`config.mk`:
```
export PLATFORM = sky130hd
export DESIGN_NAME = axi_gp_reg_slave
export DESIGN_NICKNAME = d
export VERILOG_FILES = /design/src/rtl/axi_gp_reg_slave.sv
export SDC_FILE = /design/constraint.sdc
export NUM_CORES = 1
export LEC_CHECK = 0
export BUFFER_PORTS_ARGS = -buffer_cell sky130_fd_sc_hd__buf_2
export CAP_MARGIN = 20
export CORE_MARGIN = 2
export CORE_UTILIZATION = 60
export DETAILED_ROUTE_END_ITERATION = 10
export PLACE_DENSITY_LB_ADDON = 0.25
export SLEW_MARGIN = 20
export SYNTH_ARGS = -nofsm -noshare
export SYNTH_HDL_FRONTEND = slang
export SYNTH_SLANG_ARGS = --single-unit
```
`constraint.sdc`:
```
create_clock -name ACLK -period 43.4 [get_ports ACLK]
set_input_delay 4.34 -clock ACLK [delete_from_list [all_inputs] [get_ports ACLK]]
set_output_delay 4.34 -clock ACLK [all_outputs]
set_load 0.01 [all_outputs]
```
`src/rtl/axi_gp_reg_slave.sv`:
```
// AXI3 GP slave register bank with independent read/write FSMs
// and a registered fabric-side read port.
module axi_gp_reg_slave #(
    parameter logic [31:0] BASE_ADDR = 32'h0000_0000,
    parameter int          REG_AW    = 4
) (
    input  logic        ACLK,
    input  logic        ARESETN,
    input  logic [31:0] ARADDR,
    input  logic        ARVALID,
    input  logic [11:0] ARID,
    input  logic [3:0]  ARLEN,
    input  logic [1:0]  ARSIZE,
    input  logic [1:0]  ARBURST,
    input  logic [1:0]  ARLOCK,
    input  logic [3:0]  ARCACHE,
    input  logic [2:0]  ARPROT,
    input  logic [3:0]  ARQOS,
    output logic        ARREADY,
    output logic [31:0] RDATA,
    output logic        RVALID,
    output logic [11:0] RID,
    output logic        RLAST,
    output logic [1:0]  RRESP,
    input  logic        RREADY,
    input  logic [31:0] AWADDR,
    input  logic        AWVALID,
    input  logic [11:0] AWID,
    input  logic [3:0]  AWLEN,
    input  logic [1:0]  AWSIZE,
    input  logic [1:0]  AWBURST,
    input  logic [1:0]  AWLOCK,
    input  logic [3:0]  AWCACHE,
    input  logic [2:0]  AWPROT,
    input  logic [3:0]  AWQOS,
    output logic        AWREADY,
    input  logic [31:0] WDATA,
    input  logic        WVALID,
    input  logic [11:0] WID,
    input  logic        WLAST,
    input  logic [3:0]  WSTRB,
    output logic        WREADY,
    output logic        BVALID,
    output logic [11:0] BID,
    output logic [1:0]  BRESP,
    input  logic        BREADY,
    input  logic [REG_AW-1:0] usr_raddr,
    output logic [31:0] usr_rdata
);

    localparam int          NREG = 1 << REG_AW;
    localparam logic [31:0] SPAN = 32'(4 * NREG);

    localparam logic [1:0] WR_IDLE = 2'd0;
    localparam logic [1:0] WR_DATA = 2'd1;
    localparam logic [1:0] WR_RESP = 2'd2;
    localparam logic [0:0] RD_IDLE = 1'b0;
    localparam logic [0:0] RD_DATA = 1'b1;

    localparam logic [1:0] RESP_OK  = 2'b00;
    localparam logic [1:0] RESP_SLV = 2'b10;

    logic [31:0] r_regs [NREG];

    logic [31:0]       w_aw_off;
    logic [31:0]       w_ar_off;
    logic              w_aw_err;
    logic              w_ar_err;
    logic [REG_AW-1:0] w_aw_idx;
    logic [REG_AW-1:0] w_ar_idx;

    assign w_aw_off = AWADDR - BASE_ADDR;
    assign w_ar_off = ARADDR - BASE_ADDR;
    assign w_aw_idx = w_aw_off[REG_AW+1:2];
    assign w_ar_idx = w_ar_off[REG_AW+1:2];
    assign w_aw_err = (w_aw_off >= SPAN) || (AWSIZE != 2'b10)
                   || (AWBURST == 2'b11);
    assign w_ar_err = (w_ar_off >= SPAN) || (ARSIZE != 2'b10)
                   || (ARBURST == 2'b11);

    logic w_unused;
    assign w_unused = ^{ARLOCK, ARCACHE, ARPROT, ARQOS,
                        AWLOCK, AWCACHE, AWPROT, AWQOS, WID};

    // ---------------- write channel ----------------
    logic [1:0]        r_wr_state;
    logic              r_awready;
    logic              r_wready;
    logic              r_bvalid;
    logic [11:0]       r_bid;
    logic [1:0]        r_bresp;
    logic [REG_AW-1:0] r_wr_idx;
    logic [3:0]        r_wr_len;
    logic [3:0]        r_wr_cnt;
    logic              r_wr_fixed;
    logic              r_wr_err;
    logic              r_wlast_err;

    logic w_w_hs;
    logic w_w_last;
    logic w_w_lasterr;

    assign w_w_hs      = WVALID && r_wready;
    assign w_w_last    = (r_wr_cnt == r_wr_len);
    assign w_w_lasterr = (WLAST != w_w_last);

    always_ff @(posedge ACLK or posedge ARESETN) begin
        if (ARESETN) begin
            r_wr_state  <= WR_IDLE;
            r_awready   <= 1'b0;
            r_wready    <= 1'b0;
            r_bvalid    <= 1'b0;
            r_bid       <= '0;
            r_bresp     <= RESP_OK;
            r_wr_idx    <= '0;
            r_wr_len    <= '0;
            r_wr_cnt    <= '0;
            r_wr_fixed  <= 1'b0;
            r_wr_err    <= 1'b0;
            r_wlast_err <= 1'b0;
        end else begin
            unique case (r_wr_state)
                WR_IDLE: begin
                    if (AWVALID && r_awready) begin
                        r_awready   <= 1'b0;
                        r_wready    <= 1'b1;
                        r_bid       <= AWID;
                        r_wr_idx    <= w_aw_idx;
                        r_wr_len    <= AWLEN;
                        r_wr_cnt    <= '0;
                        r_wr_fixed  <= (AWBURST == 2'b00);
                        r_wr_err    <= w_aw_err;
                        r_wlast_err <= 1'b0;
                        r_wr_state  <= WR_DATA;
                    end else begin
                        r_awready <= 1'b1;
                    end
                end
                WR_DATA: begin
                    if (w_w_hs) begin
                        r_wr_cnt <= r_wr_cnt + 4'd1;
                        if (!r_wr_fixed)
                            r_wr_idx <= r_wr_idx + 1'b1;
                        if (w_w_lasterr)
                            r_wlast_err <= 1'b1;
                        if (w_w_last) begin
                            r_wready   <= 1'b0;
                            r_bvalid   <= 1'b1;
                            r_bresp    <= (r_wr_err || r_wlast_err
                                        || w_w_lasterr)
                                        ? RESP_SLV : RESP_OK;
                            r_wr_state <= WR_RESP;
                        end
                    end
                end
                WR_RESP: begin
                    if (BREADY) begin
                        r_bvalid   <= 1'b0;
                        r_awready  <= 1'b1;
                        r_wr_state <= WR_IDLE;
                    end
                end
                default: r_wr_state <= WR_IDLE;
            endcase
        end
    end

    // Reads in the same cycle sample the pre-write contents.
    always_ff @(posedge ACLK or posedge ARESETN) begin
        if (ARESETN) begin
            for (int i = 0; i < NREG; i++)
                r_regs[i] <= '0;
        end else if (w_w_hs && !r_wr_err) begin
            for (int b = 0; b < 4; b++)
                if (WSTRB[b])
                    r_regs[r_wr_idx][8*b +: 8] <= WDATA[8*b +: 8];
        end
    end

    logic [31:0] r_usr_rdata;

    always_ff @(posedge ACLK or posedge ARESETN) begin
        if (ARESETN)
            r_usr_rdata <= '0;
        else
            r_usr_rdata <= r_regs[usr_raddr];
    end

    // ---------------- read channel ----------------
    logic [0:0]        r_rd_state;
    logic              r_arready;
    logic              r_rvalid;
    logic [31:0]       r_rdata;
    logic [11:0]       r_rid;
    logic [1:0]        r_rresp;
    logic              r_rlast;
    logic [REG_AW-1:0] r_rd_idx;
    logic [3:0]        r_rd_len;
    logic [3:0]        r_rd_cnt;
    logic              r_rd_fixed;
    logic              r_rd_err;

    logic [REG_AW-1:0] w_rd_nidx;
    logic [3:0]        w_rd_ncnt;

    assign w_rd_nidx = r_rd_fixed ? r_rd_idx : r_rd_idx + 1'b1;
    assign w_rd_ncnt = r_rd_cnt + 4'd1;

    always_ff @(posedge ACLK or posedge ARESETN) begin
        if (ARESETN) begin
            r_rd_state <= RD_IDLE;
            r_arready  <= 1'b0;
            r_rvalid   <= 1'b0;
            r_rdata    <= '0;
            r_rid      <= '0;
            r_rresp    <= RESP_OK;
            r_rlast    <= 1'b0;
            r_rd_idx   <= '0;
            r_rd_len   <= '0;
            r_rd_cnt   <= '0;
            r_rd_fixed <= 1'b0;
            r_rd_err   <= 1'b0;
        end else begin
            unique case (r_rd_state)
                RD_IDLE: begin
                    if (ARVALID && r_arready) begin
                        r_arready  <= 1'b0;
                        r_rvalid   <= 1'b1;
                        r_rid      <= ARID;
                        r_rresp    <= w_ar_err ? RESP_SLV : RESP_OK;
                        r_rdata    <= w_ar_err ? '0 : r_regs[w_ar_idx];
                        r_rlast    <= (ARLEN == 4'd0);
                        r_rd_idx   <= w_ar_idx;
                        r_rd_len   <= ARLEN;
                        r_rd_cnt   <= '0;
                        r_rd_fixed <= (ARBURST == 2'b00);
                        r_rd_err   <= w_ar_err;
                        r_rd_state <= RD_DATA;
                    end else begin
                        r_arready <= 1'b1;
                    end
                end
                RD_DATA: begin
                    if (RREADY) begin
                        if (r_rlast) begin
                            r_rvalid   <= 1'b0;
                            r_rlast    <= 1'b0;
                            r_arready  <= 1'b1;
                            r_rd_state <= RD_IDLE;
                        end else begin
                            r_rd_idx <= w_rd_nidx;
                            r_rd_cnt <= w_rd_ncnt;
                            r_rdata  <= r_rd_err ? '0 : r_regs[w_rd_nidx];
                            r_rlast  <= (w_rd_ncnt == r_rd_len);
                        end
                    end
                end
                default: r_rd_state <= RD_IDLE;
            endcase
        end
    end

    assign AWREADY   = r_awready;
    assign WREADY    = r_wready;
    assign BVALID    = r_bvalid;
    assign BID       = r_bid;
    assign BRESP     = r_bresp;
    assign ARREADY   = r_arready;
    assign RVALID    = r_rvalid;
    assign RDATA     = r_rdata;
    assign RID       = r_rid;
    assign RRESP     = r_rresp;
    assign RLAST     = r_rlast;
    assign usr_rdata = r_usr_rdata;

endmodule

```
==> results.json <==
{
  "r2r-start": "r_rd_idx[1]",
  "postSynthCellCount": 2765,
  "critPathBufInv": 3,
  "area_growth_pct": 10.3,
  "hold_start": "RID[4]",
  "yosys.area.top_type": "dfrtp_1",
  "ys_warn_count": 0,
  "netlist_area_mm2": 0.0372,
  "grt_overflow": 0,
  "cts_made_buffers": 70,
  "ys_types": 66,
  "synthArstFlopShare": 1.00,
  "vias": 28000,
  "drc": 0,
  "finalMaxSlewViolations": 0,
  "antenna_left": 0,
  "setup_tns_ns": 0,
  "io_buffers": 243,
  "critPathKind": "input port to flip-flop",
  "hold_viol_final": 0,
  "p_leak_nw": 18.9,
  "post-route-util": 0.667,
  "core-area_mm2": 0.0615,
  "cts_hold_buf": 0,
  "start_util": 0.605,
  "synth_area_leaders": "dfrtp_1 43%, mux4_2 18%, mux2_2 18%",
  "post_drt_wl_per_cell_um": 31.3,
  "crit_path_top_delay_cell": "buf_4",
  "dr.pass1.iters": 5,
  "routed_wl_mm": 117,
  "die_area_mm2": 0.0640,
  "power.density_mw_per_mm2": 55.9,
  "num_rows": 91,
  "crit_chain": "clkbuf_8, buf_4, buf_4, mux4_2, mux4_2",
  "gp_congestion": 0.873,
  "max_stage_delay_ns": 0.79,
  "tritoncts": "built",
  "cts_resized": 0,
  "finalCriticalPeriod_ns": 7.31,
  "ir_drop_mv": 0.0782,
  "setup_violations": 0,
  "arrival_ns": 7.78,
  "maxCapViolations": 0,
  "viasPerCell": 7.50,
  "crit_family": "buffers and inverters",
  "cts.clk_slew.worst_paths_ns": 0.06,
  "fill_cells": 4417,
  "seq_area_frac_synth": 0.430,
  "crit_start": "usr_raddr[0]",
  "rsz0062_at_grt": "no",
  "num_io_pins": 288,
  "status": "finished clean",
  "final_common_cell": "dfrtp_1",
  "syn_area_per_cell_um2": 13.5,
  "clock_path_buffers": 3,
  "synth-seq-cells": 639,
  "worstPathMaxFanout": 61,
  "die_x_um": 253,
  "grt_use_total": 0.369,
  "end_kind": "flip-flop",
  "max_freq_ghz": 0.137,
  "hpwl_mm": 69.8,
  "grt_antenna_before_repair": 4,
  "final_cell_mix": "637 x dfrtp_1, 587 x mux2_2, 294 x mux4_2",
  "h-tree-depth": 3,
  "cts_root_buffer": "clkbuf_16",
  "clock_sinks": 639,
  "grt_max_degree": 129,
  "die_y_um": 253,
  "period_share": 0.168,
  "grt_pass1_wl_mm": 176,
  "tightestPinTransition_ns": 1.24,
  "critPathRequiredTime_ns": 43.87,
  "synth-edff-count": 0,
  "fin_skew_ns": 0.0224,
  "grt_pass1_vias": 29000,
  "yosys.area.top_type_share": 0.430,
  "nNetsFinal": 3088,
  "relSlewSlack": 0.172,
  "drive_gt1_frac": 0.458,
  "clock_latency_ns": 0.62,
  "drt_iter0_drc": 3683,
  "cp-start-kind": "input port",
  "cts_setup_buffers": 0,
  "hold_path.class": "flip-flop to flip-flop",
  "synthFlopType": "dfrtp_1"
}
## state kept, by name, indices dropped and copies added (netlist names), 2 cells and up
| register | flops |
|---|---|
| r_rd_idx | 4 |
| r_rd_len | 4 |
| r_regs | 512 |
| r_wr_state | 2 |
| r_wr_len | 4 |
| usr_rdata | 32 |
| r_wr_idx | 4 |
| r_wr_cnt | 4 |
| r_rd_cnt | 4 |
| BID | 12 |
| RID | 12 |
| RDATA | 32 |
## worst reg2reg max path: stages, from the launching register on
cell,delay [ns]
dfrtp_2,0.97
ha_4,0.49
a21oi_4,1.00
buf_4,1.00
o221ai_1,0.31
a221oi_1,0.47
and3_1,0.21
a211o_1,0.10
## cells in the mapped netlist (13+ instances only)
master	n
nand2_1	133
nor2_1	36
a22oi_1	39
o221ai_1	29
a221o_1	23
buf_2	79
buf_1	13
clkbuf_1	107
buf_4	29
a21oi_1	25
a211o_1	28
a221oi_1	13
nor2_2	42
nand3_1	31
o21ai_0	81
mux4_2	294
nand4_1	20
mux2_2	587
a211oi_1	18
mux2i_1	160
and3_1	14
dfrtp_1	639
o22ai_1	190
## area by class of cell
cell class,instances,area [um2],share of cell area
diodes,2,5.00,0.000122
clock buffers,102,2070,0.0504
clock inverters,20,190,0.00464
inverters,6,30.0,0.000732
multi-input cells,1883,20100,0.491
flip-flops and latches,639,16000,0.390
well taps,790,988,0.0241
repair buffers,291,1620,0.0396
## through the flow
stage                     instance area [um2]  worst slack, ns  std cells  total power [W]  hold WS (ns)
final                                   41000            36.09       3733          0.00229         0.475
after CTS                               41000            35.88       3729          0.00226         0.473
after detailed placement                38700            35.23       3607          0.00167         0.458
after floorplan                         37200            21.16       2766          0.00140         0.463
after global placement                  38700            35.37       3606          0.00163         0.457
after global routing                    41000            35.75       3733          0.00237         0.492
## layer usage
metal,track usage,wire length (um)
met1,0.480,42500
met5,0,23
met3,0.107,14300
met2,0.559,53500
met4,0.210,6510
## cell families after synthesis
| logic type | Yosys count | synth area share |
|---|---|---|
| buffers and inverters | 244 | 0.0323 |
| and+or+nand+nor | 336 | 0.0444 |
| xor gates and xnor gates | 16 | 0.00377 |
| muxes | 1041 | 0.399 |
| DFF | 639 | 0.430 |
| AOI/OAI and AO/OA | 481 | 0.0885 |
| other | 1 | 0.000101 |
| adders and majority gates | 7 | 0.00235 |
## final timing paths
path / to / slack [ns] / depth (start not counted)
worst max-delay path: usr_rdata[14] / 36.09 / 5
worst min-delay path: RID[4] / 0.48 / 2
worst max register to register: RDATA[29] / 38.77 / 7
worst min register to register: RID[4] / 0.48 / 2
max in group asynchronous: r_rd_idx[1] / 36.30 / 5
min in group asynchronous: r_regs[114] / 3.92 / 2
## report_power, final
group / switching (W) / leakage [nW] / internal, W
Sequential: 0.000105 / 8.76 / 0.000681
Combinational: 0.000542 / 9.00 / 0.000368
Clock: 0.000249 / 1.11 / 0.000348
(Power assumes the default switching activity.)
